[src/rtl/ft2232h_tx_arbiter_if.sv]
// Bundle of FT2232H write-port and per-source stream signals for the TX arbiter.
// The master side is the arbiter. The slave side is the FT2232H together with the source FIFOs.
interface ft2232h_tx_arbiter_if #(
    parameter int NUM_SRC = 4
);
    logic                   en_i;
    logic                   txe_i;
    logic                   wr_o;
    logic                   oe_o;
    logic [7:0]             adbus_o;
    logic [NUM_SRC-1:0]     src_avail_i;
    logic [NUM_SRC-1:0]     src_valid_i;
    logic [8*NUM_SRC-1:0]   src_data_i;
    logic [NUM_SRC-1:0]     src_ready_o;
    logic [NUM_SRC-1:0]     grant_o;
    logic                   busy_o;
    logic [7:0]             seq_o;

    modport master (
        input  en_i, txe_i, src_avail_i, src_valid_i, src_data_i,
        output wr_o, oe_o, adbus_o, src_ready_o, grant_o, busy_o, seq_o
    );

    modport slave (
        output en_i, txe_i, src_avail_i, src_valid_i, src_data_i,
        input  wr_o, oe_o, adbus_o, src_ready_o, grant_o, busy_o, seq_o
    );
endinterface

[src/rtl/ft2232h_tx_arbiter.sv]
// Round-robin packet arbiter for the FT2232H synchronous write port. Each burst is
// the header A0|idx, then the sequence byte, then BURST_LEN payload bytes from one source.
module ft2232h_tx_arbiter #(
    parameter int NUM_SRC   = 4,
    parameter int BURST_LEN = 64
) (
    input  logic                clk_i,
    input  logic                rstn_i,
    ft2232h_tx_arbiter_if.master bus
);
    localparam int         IDX_W    = (NUM_SRC > 1) ? $clog2(NUM_SRC) : 1;
    localparam logic [7:0] LAST_CNT = 8'(BURST_LEN - 1);

    typedef enum logic [1:0] {IDLE, HDR, SEQ, DATA} state_t;

    state_t             state_q, state_d;
    logic               obuf_v;
    logic [7:0]         obuf_d;
    logic [IDX_W-1:0]   idx_q, last_q, pick_idx, hi_idx, lo_idx;
    logic               hi_ok, lo_ok, pick_ok;
    logic [NUM_SRC-1:0] pick_oh, grant_q, ready_d;
    logic               busy_q;
    logic [7:0]         seq_q, cnt_q;
    logic               xfer, load_ok, load, hs, sel_valid;
    logic [7:0]         load_d, sel_data;

    assign xfer    = obuf_v & ~bus.txe_i;
    assign load_ok = ~obuf_v | ~bus.txe_i;

    // Round-robin choice: the lowest requester above last wins, otherwise the lowest overall.
    always_comb begin
        // NOTE: every comb output gets a default first, so no path can infer a latch.
        hi_ok  = 1'b0;
        hi_idx = '0;
        lo_ok  = 1'b0;
        lo_idx = '0;
        for (int i = NUM_SRC - 1; i >= 0; i--) begin
            if (bus.src_avail_i[i]) begin
                lo_ok  = 1'b1;
                lo_idx = IDX_W'(i);
                if (i > int'(last_q)) begin
                    hi_ok  = 1'b1;
                    hi_idx = IDX_W'(i);
                end
            end
        end
        pick_ok  = lo_ok;
        pick_idx = hi_ok ? hi_idx : lo_idx;
        for (int i = 0; i < NUM_SRC; i++) begin
            pick_oh[i] = (pick_idx == IDX_W'(i));
        end
    end

    always_comb begin
        sel_valid = 1'b0;
        sel_data  = '0;
        for (int i = 0; i < NUM_SRC; i++) begin
            if (idx_q == IDX_W'(i)) begin
                sel_valid = bus.src_valid_i[i];
                sel_data  = bus.src_data_i[8*i +: 8];
            end
        end
    end

    // State register
    always_ff @(posedge clk_i or negedge rstn_i) begin
        // NOTE: sequential state uses non-blocking assignments only, which keeps evaluation order irrelevant.
        if (!rstn_i) state_q <= IDLE;
        else         state_q <= state_d;
    end

    // Next-state logic
    always_comb begin
        state_d = state_q;
        case (state_q)
            IDLE:    if (bus.en_i && pick_ok)      state_d = HDR;
            HDR:     if (load_ok)                  state_d = SEQ;
            SEQ:     if (load_ok)                  state_d = DATA;
            DATA:    if (hs && cnt_q == LAST_CNT)  state_d = IDLE;
            default:                               state_d = IDLE;
        endcase
    end

    // Output-buffer load and source pop strobes
    always_comb begin
        load    = 1'b0;
        load_d  = obuf_d;
        hs      = 1'b0;
        ready_d = '0;
        case (state_q)
            HDR: begin
                load   = load_ok;
                load_d = 8'hA0 | 8'(idx_q);
            end
            SEQ: begin
                load   = load_ok;
                load_d = seq_q;
            end
            DATA: begin
                hs     = load_ok & sel_valid;
                load   = hs;
                load_d = sel_data;
                for (int i = 0; i < NUM_SRC; i++) begin
                    ready_d[i] = (idx_q == IDX_W'(i)) & load_ok;
                end
            end
            default: ;
        endcase
    end

    always_ff @(posedge clk_i or negedge rstn_i) begin
        if (!rstn_i) begin
            obuf_v  <= 1'b0;
            obuf_d  <= '0;
            seq_q   <= '0;
            cnt_q   <= '0;
            idx_q   <= '0;
            last_q  <= IDX_W'(NUM_SRC - 1);
            grant_q <= '0;
            busy_q  <= 1'b0;
        end else begin
            // A load during a transfer replaces the byte without a bubble.
            if (load) begin
                obuf_v <= 1'b1;
                obuf_d <= load_d;
            end else if (xfer) begin
                obuf_v <= 1'b0;
            end

            case (state_q)
                IDLE: begin
                    if (bus.en_i && pick_ok) begin
                        idx_q   <= pick_idx;
                        grant_q <= pick_oh;
                        busy_q  <= 1'b1;
                        cnt_q   <= '0;
                    end
                end
                SEQ: begin
                    if (load_ok) seq_q <= seq_q + 8'd1;
                end
                DATA: begin
                    if (hs) begin
                        cnt_q <= cnt_q + 8'd1;
                        if (cnt_q == LAST_CNT) begin
                            last_q  <= idx_q;
                            grant_q <= '0;
                            busy_q  <= 1'b0;
                        end
                    end
                end
                default: ;
            endcase
        end
    end

    assign bus.wr_o        = ~xfer;
    assign bus.oe_o        = 1'b1;
    assign bus.adbus_o     = obuf_d;
    assign bus.src_ready_o = ready_d;
    assign bus.grant_o     = grant_q;
    assign bus.busy_o      = busy_q;
    assign bus.seq_o       = seq_q;
endmodule
[src/flat_wrapper.sv]
// flat-port wrapper written by rule: the top's interface ports become plain ports
module ft2232h_tx_arbiter_flat 
#(
    parameter int NUM_SRC   = 4,
    parameter int BURST_LEN = 64
)
  (clk_i, rstn_i, bus_en_i, bus_txe_i, bus_src_avail_i, bus_src_valid_i, bus_src_data_i, bus_wr_o, bus_oe_o, bus_adbus_o, bus_src_ready_o, bus_grant_o, bus_busy_o, bus_seq_o);
  ft2232h_tx_arbiter_if #(.NUM_SRC(NUM_SRC)) bus_i ();
  input  logic clk_i;
  input  logic rstn_i;
  input wire logic [$bits(bus_i.en_i)-1:0] bus_en_i;
  input wire logic [$bits(bus_i.txe_i)-1:0] bus_txe_i;
  input wire logic [$bits(bus_i.src_avail_i)-1:0] bus_src_avail_i;
  input wire logic [$bits(bus_i.src_valid_i)-1:0] bus_src_valid_i;
  input wire logic [$bits(bus_i.src_data_i)-1:0] bus_src_data_i;
  output wire logic [$bits(bus_i.wr_o)-1:0] bus_wr_o;
  output wire logic [$bits(bus_i.oe_o)-1:0] bus_oe_o;
  output wire logic [$bits(bus_i.adbus_o)-1:0] bus_adbus_o;
  output wire logic [$bits(bus_i.src_ready_o)-1:0] bus_src_ready_o;
  output wire logic [$bits(bus_i.grant_o)-1:0] bus_grant_o;
  output wire logic [$bits(bus_i.busy_o)-1:0] bus_busy_o;
  output wire logic [$bits(bus_i.seq_o)-1:0] bus_seq_o;
  assign bus_i.en_i = bus_en_i;
  assign bus_i.txe_i = bus_txe_i;
  assign bus_i.src_avail_i = bus_src_avail_i;
  assign bus_i.src_valid_i = bus_src_valid_i;
  assign bus_i.src_data_i = bus_src_data_i;
  assign bus_wr_o = bus_i.wr_o;
  assign bus_oe_o = bus_i.oe_o;
  assign bus_adbus_o = bus_i.adbus_o;
  assign bus_src_ready_o = bus_i.src_ready_o;
  assign bus_grant_o = bus_i.grant_o;
  assign bus_busy_o = bus_i.busy_o;
  assign bus_seq_o = bus_i.seq_o;
  ft2232h_tx_arbiter #(.NUM_SRC(NUM_SRC), .BURST_LEN(BURST_LEN)) u_core (.clk_i(clk_i), .rstn_i(rstn_i), .bus(bus_i));
endmodule
[config.mk]
export PLATFORM = sky130hd
export DESIGN_NAME = ft2232h_tx_arbiter_flat
export DESIGN_NICKNAME = d
export VERILOG_FILES = /design/src/rtl/ft2232h_tx_arbiter_if.sv /design/src/rtl/ft2232h_tx_arbiter.sv /design/src/flat_wrapper.sv
export SDC_FILE = /design/constraint.sdc
export NUM_CORES = 1
export LEC_CHECK = 0
export CAP_MARGIN = 25
export CELL_PAD_IN_SITES_DETAIL_PLACEMENT = 1
export CELL_PAD_IN_SITES_GLOBAL_PLACEMENT = 2
export CORE_MARGIN = 5
export CORE_UTILIZATION = 28
export DETAILED_ROUTE_END_ITERATION = 10
export GPL_TIMING_DRIVEN = 0
export PLACE_DENSITY = 0.86
export SLEW_MARGIN = 5
export SYNTH_ARGS = -nofsm -noshare
export SYNTH_HDL_FRONTEND = slang
export SYNTH_SLANG_ARGS = --single-unit
[constraint.sdc]
create_clock -name clk_i -period 2.6 [get_ports clk_i]
set_clock_uncertainty 0.15 [all_clocks]
set_input_delay 0.52 -clock clk_i [delete_from_list [all_inputs] [get_ports clk_i]]
set_output_delay 0.52 -clock clk_i [all_outputs]
set_load 0.02 [all_outputs]
==> impl_metrics.json, run 1 <==
{
  "status": "finished clean",
  "p_leak_nw": 1.34,
  "slowest_delay_ns": 0.63,
  "synthesis.area_sq_mm": 0.00225,
  "wl_mm": 6.61,
  "drc": 0,
  "dieHeight_um": 99.7,
  "path_class": "in2out",
  "placed_cells": 392,
  "ys_seq_area_frac": 0.401,
  "power.internal_mw": 1.86,
  "cts_buffer_depth": 2,
  "drv_cap": 0,
  "gp_congestion": 0.782,
  "final_max_slew_viol_count": 0,
  "dp_slack_ns": -0.692,
  "dpl.hpwl_mm": 5.11,
  "crit_path_end_kind": "primary output",
  "p_switching_mw": 1.37,
  "core_area_sq_mm": 0.00777,
  "power.share.clock": 0.129,
  "synth-edff-count": 0,
  "synth_top_flop_cell": "dfrtp_1",
  "clk-insertion-delay-late_ns": 0.29,
  "min_period_over_period": 0.948,
  "crit_start": "bus_txe_i",
  "cp-endpoint": "bus_wr_o",
  "grt_start_max_net_pins": 37,
  "io_pins": 71,
  "antenna_cells": 0,
  "stdcell_area_sq_mm": 0.00317,
  "path_cells": "clkdlybuf4s50_1 -> nand2b_1 -> clkdlybuf4s50_1",
  "ant_nets": 0,
  "setup_ws_ns": 0.135,
  "p_comb_frac": 0.572,
  "cpMaxStageDelayCell": "clkdlybuf4s50_1",
  "start_kind": "input port",
  "synth_warnings": 0,
  "min_period_ns": 2.47,
  "hold_ws_ns": 0.180,
  "globalRouteOverflowTotal": 0,
  "r2r_slack_ns": 0.42,
  "drt-met1-wl_mm": 2.95,
  "numCtsBuffers": 5,
  "relSlewSlack": 0.439,
  "seqPwrFrac": 0.299,
  "ir_worst_vdd_v": 0.000314,
  "cts_hold_repair.buffers": 0,
  "cts_tree": "built",
  "syn_to_final_growth_pct": 40.5,
  "syn_avg_cell_area_sq_um": 10.2,
  "root_buffer": "clkbuf_8",
  "postLayoutCoreUtil": 0.408,
  "grt_pass1_vias": 2181,
  "critPathMostFrequentCell": "clkdlybuf4s50_1",
  "die-area_sq_mm": 0.00994,
  "initial_core_util": 0.290,
  "reg2regPathDepth": 5,
  "rows": 32,
  "met3WireLength_um": 299,
  "synth_cells": 221,
  "h-tree-depth": 2,
  "rsz0062_at_grt": "false",
  "highest-signal-layer": "met4",
  "required_ns": 1.93,
  "via_per_inst": 4.84,
  "io_buffers": 69,
  "drive_above_1_share": 0.199,
  "num_vias": 1933,
  "synth_nets": 272,
  "worstPathMaxFanout": 3,
  "power_per_cell_area_mw_per_mm2": 1020,
  "post-cts-setup-buffers": 0,
  "final_cells": 399,
  "grt.total_usage": 0.141,
  "met2_length_mm": 3.27,
  "antenna_found_initial": 0,
  "finalHoldViolations": 0,
  "die_x_um": 99.7,
  "synth.distinct_cells": 53,
  "wire_per_inst_um": 16.6,
  "fmax_mhz": 406,
  "worstReg2RegStart": "u_core.idx_q[1]",
  "clock-sinks": 36,
  "rr_endpoint": "u_core.cnt_q[6]",
  "grt_pass1_wl_mm": 11.1,
  "async_reset_ff_frac": 1.00,
  "drtIter0Drc": 39,
  "dr.pass1.iters": 4,
  "worstMarginPinSlew_ns": 0.841,
  "swShare": 0.424,
  "ys_seq_elements": 36,
  "clk_pin_slew_ns": 0.08,
  "ctsResizeCount": 17,
  "nets": 347,
  "setup_viol": 0,
  "hold_class": "in2async",
  "dpl_cell_area_sq_mm": 0.00307,
  "crit_arrival_ns": 1.80
}
-- power groups by stage --
stage	clock (mW)	combinational, mW	sequential (mW)
floorplan	0	1.11	1.05
global placement	0	1.85	0.935
detailed placement	0	1.88	0.945
CTS	0.435	1.91	0.941
global route	0.474	2.02	1.00
finish	0.417	1.85	0.963
-- critical path: cells and delay by family --
| kind | cells | cell delay [ns] |
|---|---|---|
| simple gates | 1 | 0.12 |
| buf+inv | 2 | 1.16 |
-- placed cells by master, fill, tap and decap left out, drive strengths merged, types with 3 or more instances in the layout --
cell and count:
a21o 4, a21oi 12, a22oi 4, and3 3
buf 9, clkbuf 11, clkdlybuf4s50 64, dfrtp 34
ha 7, inv 7, mux2 4, mux4 9
nand2 32, nand2b 4, nand3 13, nand4 4
nor2 16, o21ai 18, xnor2 4, xor2 7
-- layer usage --
metal | track usage | vias up
met5 | 0 | -
met4 | 0.0410 | 0
met3 | 0.0372 | 5
met2 | 0.243 | 44
met1 | 0.172 | 943
li1 | - | 941
-- kinds of logic (layout without fill, tap and decap cells) --
kind of cell,Yosys count,after routing,share of synthesized area
buffers and inverters,17,93,0.0427
AND/OR/NAND/NOR,81,81,0.179
flip-flops,36,36,0.401
XOR/XNOR,11,11,0.0428
other,1,1,0.00166
adder cells (fa/ha/maj),7,7,0.0389
multiplexers,14,14,0.116
AO/OA/AOI/OAI,54,54,0.178
-- Yosys cell counts, types with 2 or more instances --
cell type	n	area (sq um)
a22o_1	2	17.5
mux2_2	3	33.8
nand2_1	26	97.6
mux4_2	8	180
nand4_1	3	18.8
nand2b_1	4	25.0
dfrtp_1	34	851
xor2_1	7	61.3
a21oi_1	11	55.1
inv_1	7	26.3
clkbuf_1	4	15.0
dfstp_2	2	52.6
nand2_2	6	37.5
xnor2_1	4	35.0
o22ai_1	2	12.5
nor2b_1	2	12.5
a21o_1	4	30.0
nor2_1	16	60.1
a21boi_0	2	15.0
a31oi_1	2	12.5
and3_1	2	12.5
ha_1	7	87.6
nor3_1	2	10.0
o21ai_2	6	52.6
o21ai_0	4	20.0
buf_4	2	15.0
nand3_1	13	65.1
a22oi_1	4	30.0
o21ai_1	8	40.0
-- how the worst min path moves through the flow --
stage,from,end,slack (ns),cells after the start
final,rstn_i,u_core.bus.seq_o[6],0.18,1
after global routing,rstn_i,u_core.bus.seq_o[6],0.24,1
after CTS,rstn_i,u_core.bus.seq_o[6],0.21,1
after detailed placement,u_core.bus.busy_o,u_core.bus.busy_o,0.32,2
after global placement,u_core.bus.busy_o,u_core.bus.busy_o,0.31,2
after floorplan,rstn_i,u_core.bus.adbus_o[0],0.07,0
-- sequential cells by signal, summed over array words and instances, names as in the netlist --
name,count
u_core.state_q,2
u_core.obuf_v,1
u_core.bus.seq_o,8
u_core.bus.busy_o,1
u_core.cnt_q,8
u_core.bus.grant_o,4
u_core.last_q,2
u_core.idx_q,2
u_core.bus.adbus_o,8
-- cell type report --
cell class / instances / area, sq um
fillers: 912 / 4600
multi-input cells: 168 / 1270
flip-flops and latches: 36 / 905
repair buffers: 69 / 666
well taps: 102 / 128
clock buffers: 6 / 82.6
plain buffers: 9 / 80.1
inverters: 7 / 26.3
clock inverters: 2 / 10.0
-- stage by stage --
step                      TNS (ns)  power (mW)
after global placement       -3.41        2.78
after global routing             0        3.50
final                            0        3.23
after CTS                        0        3.29
after detailed placement     -2.84        2.82
after floorplan                  0        2.16
Power figures use the tool's default switching activity.
==> inputs of run 2 (changes only) <==
--- a/config.mk
+++ b/config.mk
@@ -10,9 +10,11 @@
 export CELL_PAD_IN_SITES_GLOBAL_PLACEMENT = 2
 export CORE_MARGIN = 5
 export CORE_UTILIZATION = 28
+export CTS_CLUSTER_SIZE = 10
 export DETAILED_ROUTE_END_ITERATION = 10
 export GPL_TIMING_DRIVEN = 0
 export PLACE_DENSITY = 0.86
+export SKIP_CTS_REPAIR_TIMING = 1
 export SLEW_MARGIN = 5
 export SYNTH_ARGS = -nofsm -noshare
 export SYNTH_HDL_FRONTEND = slang
==> run 2 against run 1 <==
- utilization stayed put
- combinational power hardly changed
- die area unchanged
- first-iteration DRC count rose by 10%
- via count increased by 1.2%
- critical endpoint is now bus_src_ready_o[0]
==> impl_metrics.json, run 2 (same netlist as run 1, synthesis figures left out) <==
{
  "drive_above_1_share": 0.191,
  "root_buffer": "clkbuf_8",
  "status": "finished clean",
  "p_total_mw": 3.22,
  "rsz0062_at_grt": "false",
  "power_per_cell_area_mw_per_mm2": 1020,
  "path_cells": "clkdlybuf4s50_1 -> nand2_1 -> nand2_1 -> nor3_1 -> buf_4",
  "min_period_ns": 2.49,
  "seq_area_sq_um": 903,
  "grt_use_met1": 0.172,
  "setup_viol": 0,
  "relSlewSlack": 0.439,
  "clk-insertion-delay-late_ns": 0.29,
  "antenna_cells": 0,
  "placed_cells": 392,
  "core_area_sq_mm": 0.00777,
  "die_x_um": 99.7,
  "clk_pin_slew_ns": 0.07,
  "rr_endpoint": "u_core.bus.grant_o[1]",
  "finalHoldViolations": 0,
  "multi_input_area_sq_mm": 0.00127,
  "globalRouteOverflowTotal": 0,
  "dpl.hpwl_mm": 5.11,
  "drc": 0,
  "cts_tree": "built",
  "cts_buffer_depth": 2,
  "p_leak_nw": 1.34,
  "dr.pass1.iters": 4,
  "critPathMostFrequentCell": "nand2_1",
  "crit_start": "bus_txe_i",
  "crit_arrival_ns": 1.82,
  "ant_nets": 0,
  "met3_usage": 0.0372,
  "busiest_layer": "met2",
  "num_vias": 1956,
  "initial_core_util": 0.290,
  "slowest_delay_ns": 0.45,
  "worstMarginPinSlew_ns": 0.842,
  "drv_cap": 0,
  "final_cells": 400,
  "numCtsBuffers": 5,
  "die-area_sq_mm": 0.00994,
  "use_met2": 0.234,
  "rows": 32,
  "wl_mm": 6.54,
  "grt_pass1_vias": 2151,
  "ir_worst_vdd_v": 0.000378,
  "grt_start_max_net_pins": 37,
  "io_buffers": 69,
  "wire_per_inst_um": 16.3,
  "mostFrequentLayoutCells": "clkdlybuf4s50_1 (64), dfrtp_1 (34), nand2_1 (26)",
  "required_ns": 1.93,
  "gp_congestion": 0.782,
  "crit_family": "simple AND/OR/NAND/NOR gates",
  "cpMaxStageDelayCell": "clkdlybuf4s50_1",
  "dp_slack_ns": -0.692,
  "clock-sinks": 36,
  "cp-endpoint": "bus_src_ready_o[0]",
  "dieHeight_um": 99.7,
  "cp.depth": 5,
  "setup_ws_ns": 0.111,
  "r2r_slack_ns": 0.50,
  "stdcell_area_sq_mm": 0.00317,
  "final_common_cell": "clkdlybuf4s50_1",
  "grt.total_usage": 0.139,
  "worstPathMaxFanout": 10,
  "dpl_cell_area_sq_mm": 0.00307,
  "antenna_found_initial": 0,
  "hold_class": "in2async",
  "path_class": "in2out",
  "h-tree-depth": 2,
  "io_pins": 71,
  "nets": 348,
  "min_period_over_period": 0.957,
  "fillCellCount": 911,
  "syn_to_final_growth_pct": 40.5,
  "drtIter0Drc": 43,
  "reg2regPathDepth": 6,
  "worstReg2RegStart": "u_core.state_q[0]",
  "via_per_inst": 4.89,
  "start_kind": "input port",
  "fmax_mhz": 402,
  "postLayoutCoreUtil": 0.408,
  "cp.buffers_inverters": 2,
  "final_max_slew_viol_count": 0,
  "grt_pass1_wl_mm": 10.9,
  "crit_path_end_kind": "primary output"
}
## run 2: layout make-up
cell class,instances,area share
flip-flops and latches,36,0.285
repair buffers,69,0.211
clock buffers,6,0.0261
inverters,7,0.00830
multi-input cells,168,0.400
well taps,102,0.0403
clock inverters,2,0.00316
plain buffers,10,0.0257
## run 2: worst reg2reg max path: cells and delay by family (launching register included)
family / cells / cell delay [ns]
compound gates: 2 / 0.48
buf+inv: 2 / 0.31
flops: 1 / 0.43
simple gates: 1 / 0.33
fa+ha+maj: 1 / 0.30
## run 2: how the worst min path moves through the flow
stage / from / end / slack (ns)
after floorplan: rstn_i / u_core.bus.adbus_o[0] / 0.07
after global placement: u_core.bus.busy_o / u_core.bus.busy_o / 0.31
after detailed placement: u_core.bus.busy_o / u_core.bus.busy_o / 0.32
after CTS: rstn_i / u_core.bus.seq_o[6] / 0.21
after global routing: rstn_i / u_core.bus.seq_o[6] / 0.24
final: rstn_i / u_core.bus.seq_o[6] / 0.18
## run 2: metrics by stage
stage	hold slack [ns]	TNS, ns
final	0.181	0
after global routing	0.239	0
after CTS	0.211	-4.00
after detailed placement	0.323	-2.84
after global placement	0.310	-3.41
after floorplan	0.0744	0
## run 2: per-layer routing
layer	up-vias	wire (um)
met1	959	2880
met4	0	86
met2	45	3260
li1	947	-
met3	5	313
met5	-	0
## run 2: report_power, final
part | leakage, nW | switching, mW | total [mW] | internal [mW]
Combinational | 0.829 | 0.975 | 1.87 | 0.896
Clock | 0.0510 | 0.204 | 0.415 | 0.212
Sequential | 0.456 | 0.188 | 0.937 | 0.749
Total | 1.34 | 1.37 | 3.22 | 1.86
==> inputs of run 3 (changes only) <==
--- a/config.mk
+++ b/config.mk
@@ -5,15 +5,16 @@
 export SDC_FILE = /design/constraint.sdc
 export NUM_CORES = 1
 export LEC_CHECK = 0
+export ABC_AREA = 1
 export CAP_MARGIN = 25
 export CELL_PAD_IN_SITES_DETAIL_PLACEMENT = 1
 export CELL_PAD_IN_SITES_GLOBAL_PLACEMENT = 2
 export CORE_MARGIN = 5
-export CORE_UTILIZATION = 28
+export CORE_UTILIZATION = 25
 export CTS_CLUSTER_SIZE = 10
 export DETAILED_ROUTE_END_ITERATION = 10
 export GPL_TIMING_DRIVEN = 0
-export PLACE_DENSITY = 0.86
+export PLACE_DENSITY = 0.85
 export SKIP_CTS_REPAIR_TIMING = 1
 export SLEW_MARGIN = 5
 export SYNTH_ARGS = -nofsm -noshare
==> run 3 against run 2 <==
- clock power increased by 8.7%
- register-to-register slack improved by 0.15 ns
- die area increased by 14%
- fmax increased by 4.8%
- cell count increased by 29%
- largest cell class unchanged
==> impl_metrics.json, run 3 <==
{
  "synth.largest_area_cell": "dfrtp_1",
  "crit_arrival_ns": 1.71,
  "core_area_sq_mm": 0.00915,
  "grt_start_max_net_pins": 33,
  "cts_buffer_depth": 2,
  "stdcell_area_sq_mm": 0.00330,
  "io_pins": 71,
  "synthesis.area_sq_mm": 0.00233,
  "p_comb_frac": 0.591,
  "power.internal_mw": 1.76,
  "tns_ns": 0,
  "start_kind": "input port",
  "ys_top_cells_by_area": "dfrtp_1 (36%), nand2_1 (18%), nor2_1 (5.5%)",
  "seqPwrFrac": 0.273,
  "num_vias": 2336,
  "min_period_over_period": 0.914,
  "clk_pin_slew_ns": 0.08,
  "antenna_found_initial": 0,
  "final_max_slew_viol_count": 0,
  "min_period_ns": 2.38,
  "relSlewSlack": 0.628,
  "drtIter0Drc": 45,
  "worstPathMaxFanout": 2,
  "synth_top_flop_cell": "dfrtp_1",
  "globalRouteOverflowTotal": 0,
  "p_total_mw": 3.32,
  "rows": 35,
  "mostFrequentLayoutCells": "nand2_1 (111), clkdlybuf4s50_1 (64), nor2_1 (34), dfrtp_1 (34), inv_1 (31)",
  "dieHeight_um": 107,
  "ys_top_cells_by_count": "nand2_1 (111), dfrtp_1 (34), nor2_1 (34)",
  "dpl.hpwl_mm": 5.83,
  "async_reset_ff_frac": 1.00,
  "required_ns": 1.93,
  "antenna_cells": 0,
  "dr.pass1.iters": 4,
  "met3WireLength_um": 371,
  "finalHoldViolations": 0,
  "final_common_cell": "nand2_1",
  "syn_avg_cell_area_sq_um": 7.13,
  "hold_ws_ns": 0.331,
  "nets": 456,
  "grt_pass1_wl_mm": 12.1,
  "synth.distinct_cells": 28,
  "ant_nets": 0,
  "dpl_cell_area_sq_mm": 0.00318,
  "synth.most_common_cell": "nand2_1",
  "crit_path_end_kind": "primary output",
  "synth_nets": 378,
  "power.share.clock": 0.136,
  "drv_cap": 0,
  "drc": 0,
  "synth-edff-count": 0,
  "syn_to_final_growth_pct": 41.4,
  "setup_viol": 0,
  "wl_mm": 7.32,
  "ys_seq_elements": 36,
  "numCtsBuffers": 5,
  "p_switching_mw": 1.56,
  "io_buffers": 69,
  "ys_seq_area_frac": 0.387,
  "cts_tree": "built",
  "initial_core_util": 0.255,
  "path_class": "in2out",
  "grt_pass1_vias": 2459,
  "status": "finished clean",
  "worstMarginPinSlew_ns": 0.558,
  "die_x_um": 107,
  "drt-met1-wl_mm": 3.44,
  "synth_cells": 327,
  "hold_class": "reg2reg",
  "grt.total_usage": 0.131,
  "gp_congestion": 0.794,
  "fmax_mhz": 421,
  "power_per_cell_area_mw_per_mm2": 1010,
  "synth_warnings": 0,
  "die-area_sq_mm": 0.0114,
  "clock-sinks": 36,
  "p_leak_nw": 1.70,
  "clk-insertion-delay-late_ns": 0.29,
  "ir_worst_vdd_v": 0.000425,
  "netlist.area_leader.share": 0.365,
  "rsz0062_at_grt": "false",
  "wire_per_inst_um": 14.2,
  "drive_above_1_share": 0.0862,
  "via_per_inst": 4.52,
  "h-tree-depth": 2,
  "swShare": 0.470,
  "highest-signal-layer": "met4",
  "met2_length_mm": 3.46,
  "root_buffer": "clkbuf_8"
}
[run 3: cell count changes in the layout (fill, tap and decap cells not counted), moves of 6 or more]
cell and change:
mux4_2 -8, nand2_1 +85, nor2_1 +18, nand3_1 +9, o21ai_2 -6, o21ai_0 +18, inv_1 +24, a21oi_1 -7
[run 3: power groups by stage]
stage	registers (mW)	clock network [mW]	logic, mW
2_1_floorplan	1.03	0	1.13
3_3_place_gp	0.912	0	1.93
3_5_place_dp	0.921	0	1.99
4_1_cts	0.912	0.469	2.00
5_1_grt	0.935	0.493	2.18
6_report	0.907	0.451	1.96
[run 3: final timing paths]
| kind | from | to | slack [ns] | cells past startpoint |
|---|---|---|---|---|
| max | bus_txe_i | bus_wr_o | 0.22 | 4 |
| min | u_core.bus.grant_o[1] | u_core.bus.grant_o[1] | 0.33 | 2 |
| max reg2reg | u_core.state_q[0] | u_core.bus.adbus_o[2] | 0.65 | 8 |
| min reg2reg | u_core.bus.grant_o[1] | u_core.bus.grant_o[1] | 0.33 | 2 |
| max in group asynchronous | rstn_i | u_core.cnt_q[6] | 1.44 | 3 |
| min in group asynchronous | rstn_i | u_core.idx_q[1] | 0.45 | 2 |
[run 3: through the flow]
step / utilization / setup WS [ns] / instances
finish: 0.360 / 0.225 / 517
floorplan: - / 0.726 / 327
global route: 0.360 / 0.177 / 517
detailed placement: 0.347 / -0.136 / 508
global placement: 0.345 / -0.138 / 507
CTS: 0.358 / -0.142 / 516
[run 3: logic make-up after synthesis]
kind of cell,after synthesis,share of synthesized area
buf+inv,43,0.0848
compound gates,39,0.0901
other cells,1,0.00161
fa+ha+maj,7,0.0376
flops,36,0.387
xor+xnor,12,0.0451
simple gates,189,0.354
[run 3: per-layer routing]
| metal | vias to the layer above | global-route usage |
|---|---|---|
| li1 | 1178 | - |
| met1 | 1103 | 0.168 |
| met2 | 49 | 0.225 |
| met3 | 6 | 0.0301 |
| met4 | 0 | 0.0301 |
| met5 | - | 0 |
[run 3: critical path, cell delays in order]
cell and delay, ns:
clkdlybuf4s50_1 0.49, inv_1 0.05, nand2_1 0.05, clkdlybuf4s50_1 0.60
[run 3: cell type report]
class                      instances  area, sq um
timing repair buffer              71          726
buffer                            11         77.6
tap                              111          139
fill                            1140         5860
clock buffer                       8          100
sequential                        36          903
multi-input combinational        248         1230
inverter                          32          120
